==> src/rtl/cordic_rotate.sv <==
// Iterative rotation-mode CORDIC: (r, theta in Q16.16 degrees) -> (r*cos, r*sin), one micro-rotation per clock.
// Define CORDIC_GAIN_COMP_EN to add a SCALE state that removes the CORDIC gain (one extra cycle).
module cordic_rotate #(
  parameter int ITER = 16
) (
  input  logic               clk,
  input  logic               rst,
  input  logic               in_valid,
  output logic               in_ready,
  input  logic signed [31:0] in_r,
  input  logic signed [31:0] in_theta,
  output logic               out_valid,
  input  logic               out_ready,
  output logic signed [31:0] out_x,
  output logic signed [31:0] out_y
);

  localparam int DATA_W = 34;
  localparam int ANG_W  = 33;
  localparam int COEF_W = 17;
  localparam logic [3:0] LAST = 4'(ITER - 1);
  localparam logic signed [31:0] DEG90  = 32'sd5898240;
  localparam logic signed [31:0] DEG180 = 32'sd11796480;

`ifdef CORDIC_GAIN_COMP_EN
  typedef enum logic [1:0] {S_IDLE, S_ITER, S_SCALE, S_DONE} state_t;
`else
  typedef enum logic [1:0] {S_IDLE, S_ITER, S_DONE} state_t;
`endif

  state_t state, state_nx;
  logic [3:0] idx;

  logic signed [DATA_W-1:0] x_p0, y_p0, x_p1, y_p1, x_sh, y_sh, x_ld;
  logic signed [ANG_W-1:0]  z_p0, z_p1, z_ld, at;
  logic signed [31:0]       theta_c;

  function automatic logic signed [ANG_W-1:0] atan_lut(input logic [3:0] k);
    case (k)
      4'd0:    return 33'sd2949120;
      4'd1:    return 33'sd1740967;
      4'd2:    return 33'sd919879;
      4'd3:    return 33'sd466945;
      4'd4:    return 33'sd234378;
      4'd5:    return 33'sd117303;
      4'd6:    return 33'sd58666;
      4'd7:    return 33'sd29334;
      4'd8:    return 33'sd14668;
      4'd9:    return 33'sd7334;
      4'd10:   return 33'sd3667;
      4'd11:   return 33'sd1833;
      4'd12:   return 33'sd917;
      4'd13:   return 33'sd458;
      4'd14:   return 33'sd229;
      default: return 33'sd115;
    endcase
  endfunction

  function automatic logic signed [31:0] clamp_angle(input logic signed [31:0] a);
    if (a > DEG180)
      return DEG180;
    else if (a < -DEG180)
      return -DEG180;
    else
      return a;
  endfunction

`ifdef CORDIC_GAIN_COMP_EN
  localparam logic signed [COEF_W-1:0] GAIN_K = 17'sd39797;

  // Truncating multiply by 1/K in Q0.16; no rounding term.
  function automatic logic signed [DATA_W-1:0] gain_scale(input logic signed [DATA_W-1:0] v);
    return DATA_W'((51'(v) * 51'(GAIN_K)) >>> 16);
  endfunction

  logic signed [DATA_W-1:0] x_sc, y_sc;
  assign x_sc = gain_scale(x_p0);
  assign y_sc = gain_scale(y_p0);
`endif

  // Load: clamp, then fold |theta| > 90 deg into the convergence range by negating r.
  always_comb begin
    theta_c = clamp_angle(in_theta);
    x_ld    = DATA_W'(in_r);
    z_ld    = ANG_W'(theta_c);
    if (theta_c > DEG90) begin
      x_ld = -DATA_W'(in_r);
      z_ld = ANG_W'(theta_c) - ANG_W'(DEG180);
    end else if (theta_c < -DEG90) begin
      x_ld = -DATA_W'(in_r);
      z_ld = ANG_W'(theta_c) + ANG_W'(DEG180);
    end
  end

  // Micro-rotation step
  always_comb begin
    x_sh = x_p0 >>> idx;
    y_sh = y_p0 >>> idx;
    at   = atan_lut(idx);
    if (!z_p0[ANG_W-1]) begin
      x_p1 = x_p0 - y_sh;
      y_p1 = y_p0 + x_sh;
      z_p1 = z_p0 - at;
    end else begin
      x_p1 = x_p0 + y_sh;
      y_p1 = y_p0 - x_sh;
      z_p1 = z_p0 + at;
    end
  end

  always_ff @(posedge clk) begin
    case (state)
      S_IDLE: begin
        x_p0 <= x_ld;
        y_p0 <= '0;
        z_p0 <= z_ld;
      end
      S_ITER: begin
        x_p0 <= x_p1;
        y_p0 <= y_p1;
        z_p0 <= z_p1;
      end
      default: ;
    endcase
  end

  always_ff @(posedge clk) begin
    if (rst)
      state <= S_IDLE;
    else
      state <= state_nx;
  end

  always_comb begin
    state_nx = state;
    case (state)
      S_IDLE:  if (in_valid) state_nx = S_ITER;
`ifdef CORDIC_GAIN_COMP_EN
      S_ITER:  if (idx == LAST) state_nx = S_SCALE;
      S_SCALE: state_nx = S_DONE;
`else
      S_ITER:  if (idx == LAST) state_nx = S_DONE;
`endif
      S_DONE:  if (out_ready) state_nx = S_IDLE;
      default: state_nx = S_IDLE;
    endcase
  end

  always_comb begin
    in_ready  = (state == S_IDLE) && !rst;
    out_valid = (state == S_DONE) && !rst;
  end

  always_ff @(posedge clk) begin
    if (rst)
      idx <= '0;
    else if (state == S_ITER)
      idx <= idx + 4'd1;
    else
      idx <= '0;
  end

  // Result registers hold their value through the output handshake and into IDLE.
  always_ff @(posedge clk) begin
    if (rst) begin
      out_x <= '0;
      out_y <= '0;
`ifdef CORDIC_GAIN_COMP_EN
    end else if (state == S_SCALE) begin
      out_x <= x_sc[31:0];
      out_y <= y_sc[31:0];
`else
    end else if (state == S_ITER && idx == LAST) begin
      out_x <= x_p1[31:0];
      out_y <= y_p1[31:0];
`endif
    end
  end

endmodule

==> config.mk <==
export PLATFORM = sky130hd
export DESIGN_NAME = cordic_rotate
export DESIGN_NICKNAME = d
export VERILOG_FILES = /design/src/rtl/cordic_rotate.sv
export SDC_FILE = /design/constraint.sdc
export NUM_CORES = 1
export LEC_CHECK = 0
export CAP_MARGIN = 20
export CORE_UTILIZATION = 66
export DETAILED_ROUTE_END_ITERATION = 10
export PLACE_DENSITY = 0.91
export SETUP_SLACK_MARGIN = 0.02
export SLEW_MARGIN = 40
export SYNTH_ARGS = -nofsm -noshare
export SYNTH_HDL_FRONTEND = slang
export SYNTH_SLANG_ARGS = --single-unit
export TNS_END_PERCENT = 5
==> constraint.sdc <==
create_clock -name clk -period 14.1 [get_ports clk]
set_clock_uncertainty 0.05 [all_clocks]
set_input_delay 2.82 -clock clk [delete_from_list [all_inputs] [get_ports clk]]
set_output_delay 2.82 -clock clk [all_outputs]
set_load 0.03 [all_outputs]
==> flow_metrics.tcl, run 1 <==
set metrics [dict create \
    ys_seq_elements 193 \
    reg2regPathDepth 23 \
    criticalPathCategory "in2reg" \
    ys_async_sr_fraction 0 \
    layout_commonest_cell "nand2_1" \
    grt_max_degree 81 \
    place_congestion 0.978 \
    path_cells "clkdlybuf4s50_1 > nand4_1 > nor2_1 > nand2_1 > or3_1 > ha_2 > o21ai_0 > inv_1 > ha_1 > nor4bb_1 > and3_1 > o41ai_1 > a21o_1 > and2_0 > nand2_1 > o41ai_1 > xor2_1 > a21oi_1" \
    rows 61 \
    syn_nets 2477 \
    drv_cap 0 \
    drive_above_1_share 0.0742 \
    wl_microns 55900 \
    ctsHtreeMaxLevel 4 \
    slowest_stage "clkdlybuf4s50_1" \
    postRouteAntennaNets 0 \
    viasPerCell 6.78 \
    slew_headroom 0.463 \
    antenna_found_initial 0 \
    coreArea_sq_um 28000 \
    p_per_area_nw_per_um2 233 \
    wl_per_cell_microns 20.4 \
    cts_resized 0 \
    drt_first_pass_iters 7 \
    fmax_mhz 128 \
    ys.flop_type "edfxtp_1" \
    clock_latency_ns 0.47 \
    dp.final_hpwl_microns 41200 \
    p_leak_nw 8.24 \
    multi_input_area_sq_um 13400 \
    period_minus_slack_ns 7.83 \
    cts_tree "built" \
    io_pins 134 \
    critPathCaptureType "register" \
    fill_cells 2026 \
    grt_pass1_vias 16909 \
    max_stage_delay_ns 0.68 \
    cts_buffers 17 \
    worst_pin_slew_ns 0.806 \
    start_kind "input port" \
    cts_hold_buf 0 \
    drc 0 \
    hold_viol 0 \
    rsz0062_at_grt "false" \
    grt_pass1_wl_microns 88200 \
    io_buffers 133 \
    setup_viol 0 \
    syn_area_per_cell_sq_um 8.25 \
    final.period_utilization 0.555 \
    ff2ff_setup_slack_ns 7.28 \
    post_cts_buffers 0 \
    dieWidth_microns 171 \
    die_area_sq_um 29300 \
    hold_path_depth 2 \
    worstPathRequired_ns 14.24 \
    overflow 0 \
    fin_nets 2531 \
    ir_drop_mv 0.158 \
    routed-via-count 18557 \
    synth_warnings 0 \
    area_growth_pct 11.4 \
    cts_max_path_buffers 2 \
    setup_tns_ns 0 \
    root_buffer "clkbuf_16" \
    min_path_type "reg2reg" \
    clock_sinks 193 \
    syn_area_sq_um 18900 \
    initial_core_util 0.675 \
    slew_viol_final 0 \
    final_cell_mix "279 x nand2_1, 256 x a21oi_1, 229 x nor2_1" \
    yosysSeqAreaShare 0.258 \
    synthCells 2292 \
    critical_path.max_fanout 27 \
    clkSlewWorstSetupHoldPaths_ns 0.07 \
    register_area_sq_um 4880 \
    synth_edf_count 101 \
    die_h_microns 171 \
    status "complete, no violations" \
    diodes 0 \
    track_usage 0.382 \
    fin_hold_ws_ns 0.405 \
    worst_ep_arrival_time_ns 7.97 \
    first_iter_violations 2291 \
    synth_cell_types 81 \
]
## layout make-up
| type | instances | area share |
|---|---|---|
| clock buffer | 20 | 0.0222 |
| clock inverter | 12 | 0.00582 |
| inverter | 52 | 0.00939 |
| multi-input combinational | 1927 | 0.636 |
| sequential | 193 | 0.232 |
| tap | 378 | 0.0225 |
| timing repair buffer | 155 | 0.0720 |
## cell usage after synthesis (28+ instances only)
cell type	count	area (sq um)
a21oi_1	256	1280
inv_1	51	191
xor2_1	111	972
edfxtp_1	101	3030
ha_1	114	1430
a21o_1	44	330
clkbuf_1	87	327
o21ai_0	135	676
nor2_1	230	863
mux4_2	59	1330
xnor2_1	101	885
mux2i_1	50	500
nand2_1	280	1050
nor2b_1	30	188
a31oi_1	43	269
nand3_1	32	160
mux2_2	28	315
and2_1	30	188
nor3_1	50	250
dfxtp_1	92	1840
## stage by stage
step / area, sq um / power, mW / std cells / setup slack, ns / utilization
2_1_floorplan: 18900 / 3.45 / 2292 / 6.94 / -
3_3_place_gp: 20400 / 4.16 / 2704 / 5.76 / 0.729
3_5_place_dp: 20400 / 4.26 / 2705 / 5.64 / 0.730
4_1_cts: 21000 / 4.79 / 2737 / 6.11 / 0.751
5_1_grt: 21100 / 5.23 / 2737 / 5.86 / 0.752
6_report: 21100 / 4.91 / 2737 / 6.27 / 0.752
## critical path, delay by kind of cell
kind | cells | cell delay [ns]
xor+xnor | 1 | 0.21
buf+inv | 2 | 0.81
compound gates | 5 | 1.46
fa+ha+maj | 2 | 0.68
simple gates | 8 | 1.97
## where the power goes
part	leakage, nW	switching, mW	internal [mW]
Combinational	6.07	2.05	1.40
Sequential	1.88	0.201	0.765
Clock	0.290	0.241	0.263
Total	8.24	2.49	2.42
## final timing paths
| check | start | end |
|---|---|---|
| worst max-delay path | in_theta[24] | x_p0[9] |
| worst min-delay path | out_y[17] | out_y[17] |
| worst max register to register | idx[3] | x_p0[32] |
| worst min register to register | out_y[17] | out_y[17] |
## sequential cells by signal, indices dropped and copies added, names as in the netlist
register and cells:
at 22, z_p0 33, out_x 32, out_y 32, state 2, y_p0 34, idx 4, x_p0 34
## metal layers
| layer | track usage | vias up | part of all wire |
|---|---|---|---|
| li1 | - | 8577 | - |
| met1 | 0.525 | 8670 | 0.41 |
| met2 | 0.587 | 1116 | 0.44 |
| met3 | 0.0831 | 194 | 0.11 |
| met4 | 0.147 | 0 | 0.040 |
| met5 | 0 | - | 0 |
## cells by family (layout without fill, tap and decap cells)
group,count (synthesis),in the layout,share of synthesized area
simple gates,786,786,0.193
compound gates,673,673,0.219
flops,193,193,0.258
fa+ha+maj,117,117,0.0786
buf+inv,172,239,0.0363
mux,139,139,0.116
xor+xnor,212,212,0.0982
Note: power is estimated with default switching activity, not from simulation.
==> inputs of run 2 (changes only) <==
CORE_UTILIZATION = 55   (was 66)
PLACE_DENSITY = 0.81   (was 0.91)
clock period = 6.45 ns   (was 14.1 ns; I/O delays follow)
==> run 2 against run 1 <==
  * First-iteration DRC count shrank 11%
  * Sequential share of layout area shrank 0.31 points
  * Non-clock buffer count grew 29
  * Sequential power grew 120%
  * Clock power grew 110%
  * Die area grew 20%
  * Wire length grew 0.35%
  * Cell count grew 3.6%
  * Via count shrank 1.5%
  * Global-route usage shrank 6.5 points
  * Largest power group unchanged
==> flow_metrics.tcl, run 2 (synthesis gave the netlist of run 1 again) <==
set metrics [dict create \
    status "complete, no violations" \
    grt_pass1_vias 17187 \
    io_pins 134 \
    final_cell_mix "279 x nand2_1, 256 x a21oi_1, 229 x nor2_1" \
    max_stage_delay_ns 0.59 \
    io_buffers 133 \
    ctsHtreeMaxLevel 4 \
    drt_first_pass_iters 5 \
    period_minus_slack_ns 6.08 \
    p_leak_nw 8.38 \
    fin_hold_ws_ns 0.404 \
    drive_above_1_share 0.0846 \
    ir_drop_mv 0.261 \
    area_growth_pct 12.9 \
    antenna_found_initial 0 \
    clkSlewWorstSetupHoldPaths_ns 0.07 \
    wl_met3_microns 5170 \
    hold_path_depth 2 \
    wl_met2_microns 25000 \
    cts_tree "built" \
    coreArea_sq_um 33700 \
    switching_share 0.498 \
    crit_family "compound AO/OA/AOI/OAI gates" \
    p_per_area_nw_per_um2 498 \
    fmax_mhz 164 \
    worst_ep_arrival_time_ns 6.38 \
    track_usage 0.317 \
    worstPathRequired_ns 6.75 \
    slowest_stage "dfxtp_2" \
    grt_max_degree 84 \
    reg2regPathDepth 24 \
    routed-via-count 18271 \
    setup_viol 0 \
    drv_cap 0 \
    power_switching_mw 5.29 \
    wl_microns 56100 \
    power_frac_clock 0.100 \
    overflow 0 \
    criticalPathCategory "reg2reg" \
    cts_max_path_buffers 2 \
    first_iter_violations 2044 \
    setup_tns_ns 0 \
    die_area_sq_um 35100 \
    power_frac_seq 0.204 \
    hold_viol 0 \
    reg.largest.list "x_p0: 34 flops, y_p0: 34 flops, z_p0: 33 flops" \
    slew_viol_final 0 \
    dieWidth_microns 187 \
    clock_sinks 193 \
    power_frac_comb 0.696 \
    diodes 0 \
    drc 0 \
    place_congestion 0.952 \
    fin_nets 2560 \
    wl_met1_microns 24500 \
    p_int_mw 5.33 \
    root_buffer "clkbuf_16" \
    cpMostUsedCell "buf_4" \
    worst-path-buf-inv 4 \
    critical_path.max_fanout 31 \
    highest_layer "met4" \
    clock_latency_ns 0.47 \
    start_kind "register" \
    cts_buffers 17 \
    path_cells "buf_4 > buf_4 > and2_1 > a221oi_1 > and3_1 > o21ai_0 > nor2b_1 > nand3_1 > nor2_1 > nor2_1 > xor2_1 > ha_1 > a21oi_1 > o21ai_0 > a221oi_1 > o41ai_1 > buf_4 > a31o_2 > a31oi_1 > buf_4 > o21ai_0 > a21oi_1 > nor4_1 > a311o_1" \
    cp.depth 24 \
    final.period_utilization 0.943 \
    postRouteAntennaNets 0 \
    worst_pin_slew_ns 0.817 \
    layout_commonest_cell "nand2_1" \
    wl_per_cell_microns 19.8 \
    slew_headroom 0.455 \
    initial_core_util 0.561 \
    dp.final_hpwl_microns 42500 \
    rsz0062_at_grt "true" \
    critPathCaptureType "register" \
    viasPerCell 6.44 \
    rows 67 \
    grt_pass1_wl_microns 90200 \
    min_path_type "reg2reg" \
    die_h_microns 187 \
]
## run 2: metal layers
layer / track usage / vias to the layer above
met4: 0.0988 / 0
met2: 0.497 / 806
li1: - / 8645
met1: 0.442 / 8713
met3: 0.0602 / 107
met5: 0 / -
## run 2: timing repair
action                                  in CTS  in global routing
hold endpoints to repair                     0                  0
hold buffers                                 0                  0
endpoints found under the setup margin       0                  5
setup buffers                                0                  1
gates resized for setup                      0                  2
## run 2: per-stage QoR
stage	area, sq um	power [mW]	worst slack, ns	cells	util
floorplan	18900	7.54	0.824	2292	-
global placement	20700	9.12	0.563	2803	0.615
detailed placement	20700	9.30	0.387	2803	0.616
CTS	21300	10.5	0.371	2835	0.632
global route	21300	11.4	0.0124	2836	0.633
finish	21300	10.6	0.371	2836	0.633
## run 2: path summary, 6_finish.rpt
check / from / endpoint / slack [ns]
worst max register to register: idx[0] / out_y[29] / 0.37
worst min-delay path: out_y[25] / out_y[25] / 0.40
worst max-delay path: idx[0] / out_y[29] / 0.37
worst min register to register: out_y[25] / out_y[25] / 0.40
## run 2: power by group through the flow
stage	Clock [mW]	Sequential, mW	Combinational, mW
5_1_grt	1.13	2.17	8.11
3_5_place_dp	0	2.14	7.16
2_1_floorplan	0	1.86	5.67
4_1_cts	1.09	2.12	7.25
6_report	1.07	2.17	7.39
3_3_place_gp	0	2.13	6.99
## run 2: tightest hold or removal path, cell delays in order, from the launching register on
cell	delay [ns]
dfxtp_1	0.31
nand2_1	0.05
a21oi_1	0.05
## run 2: area by class of cell
type / instances / area [sq um]
clock buffer: 21 / 462
clock inverter: 11 / 104
inverter: 52 / 198
fill: 2962 / 12400
sequential: 193 / 4880
timing repair buffer: 184 / 1730
tap: 448 / 561
multi-input combinational: 1927 / 13400
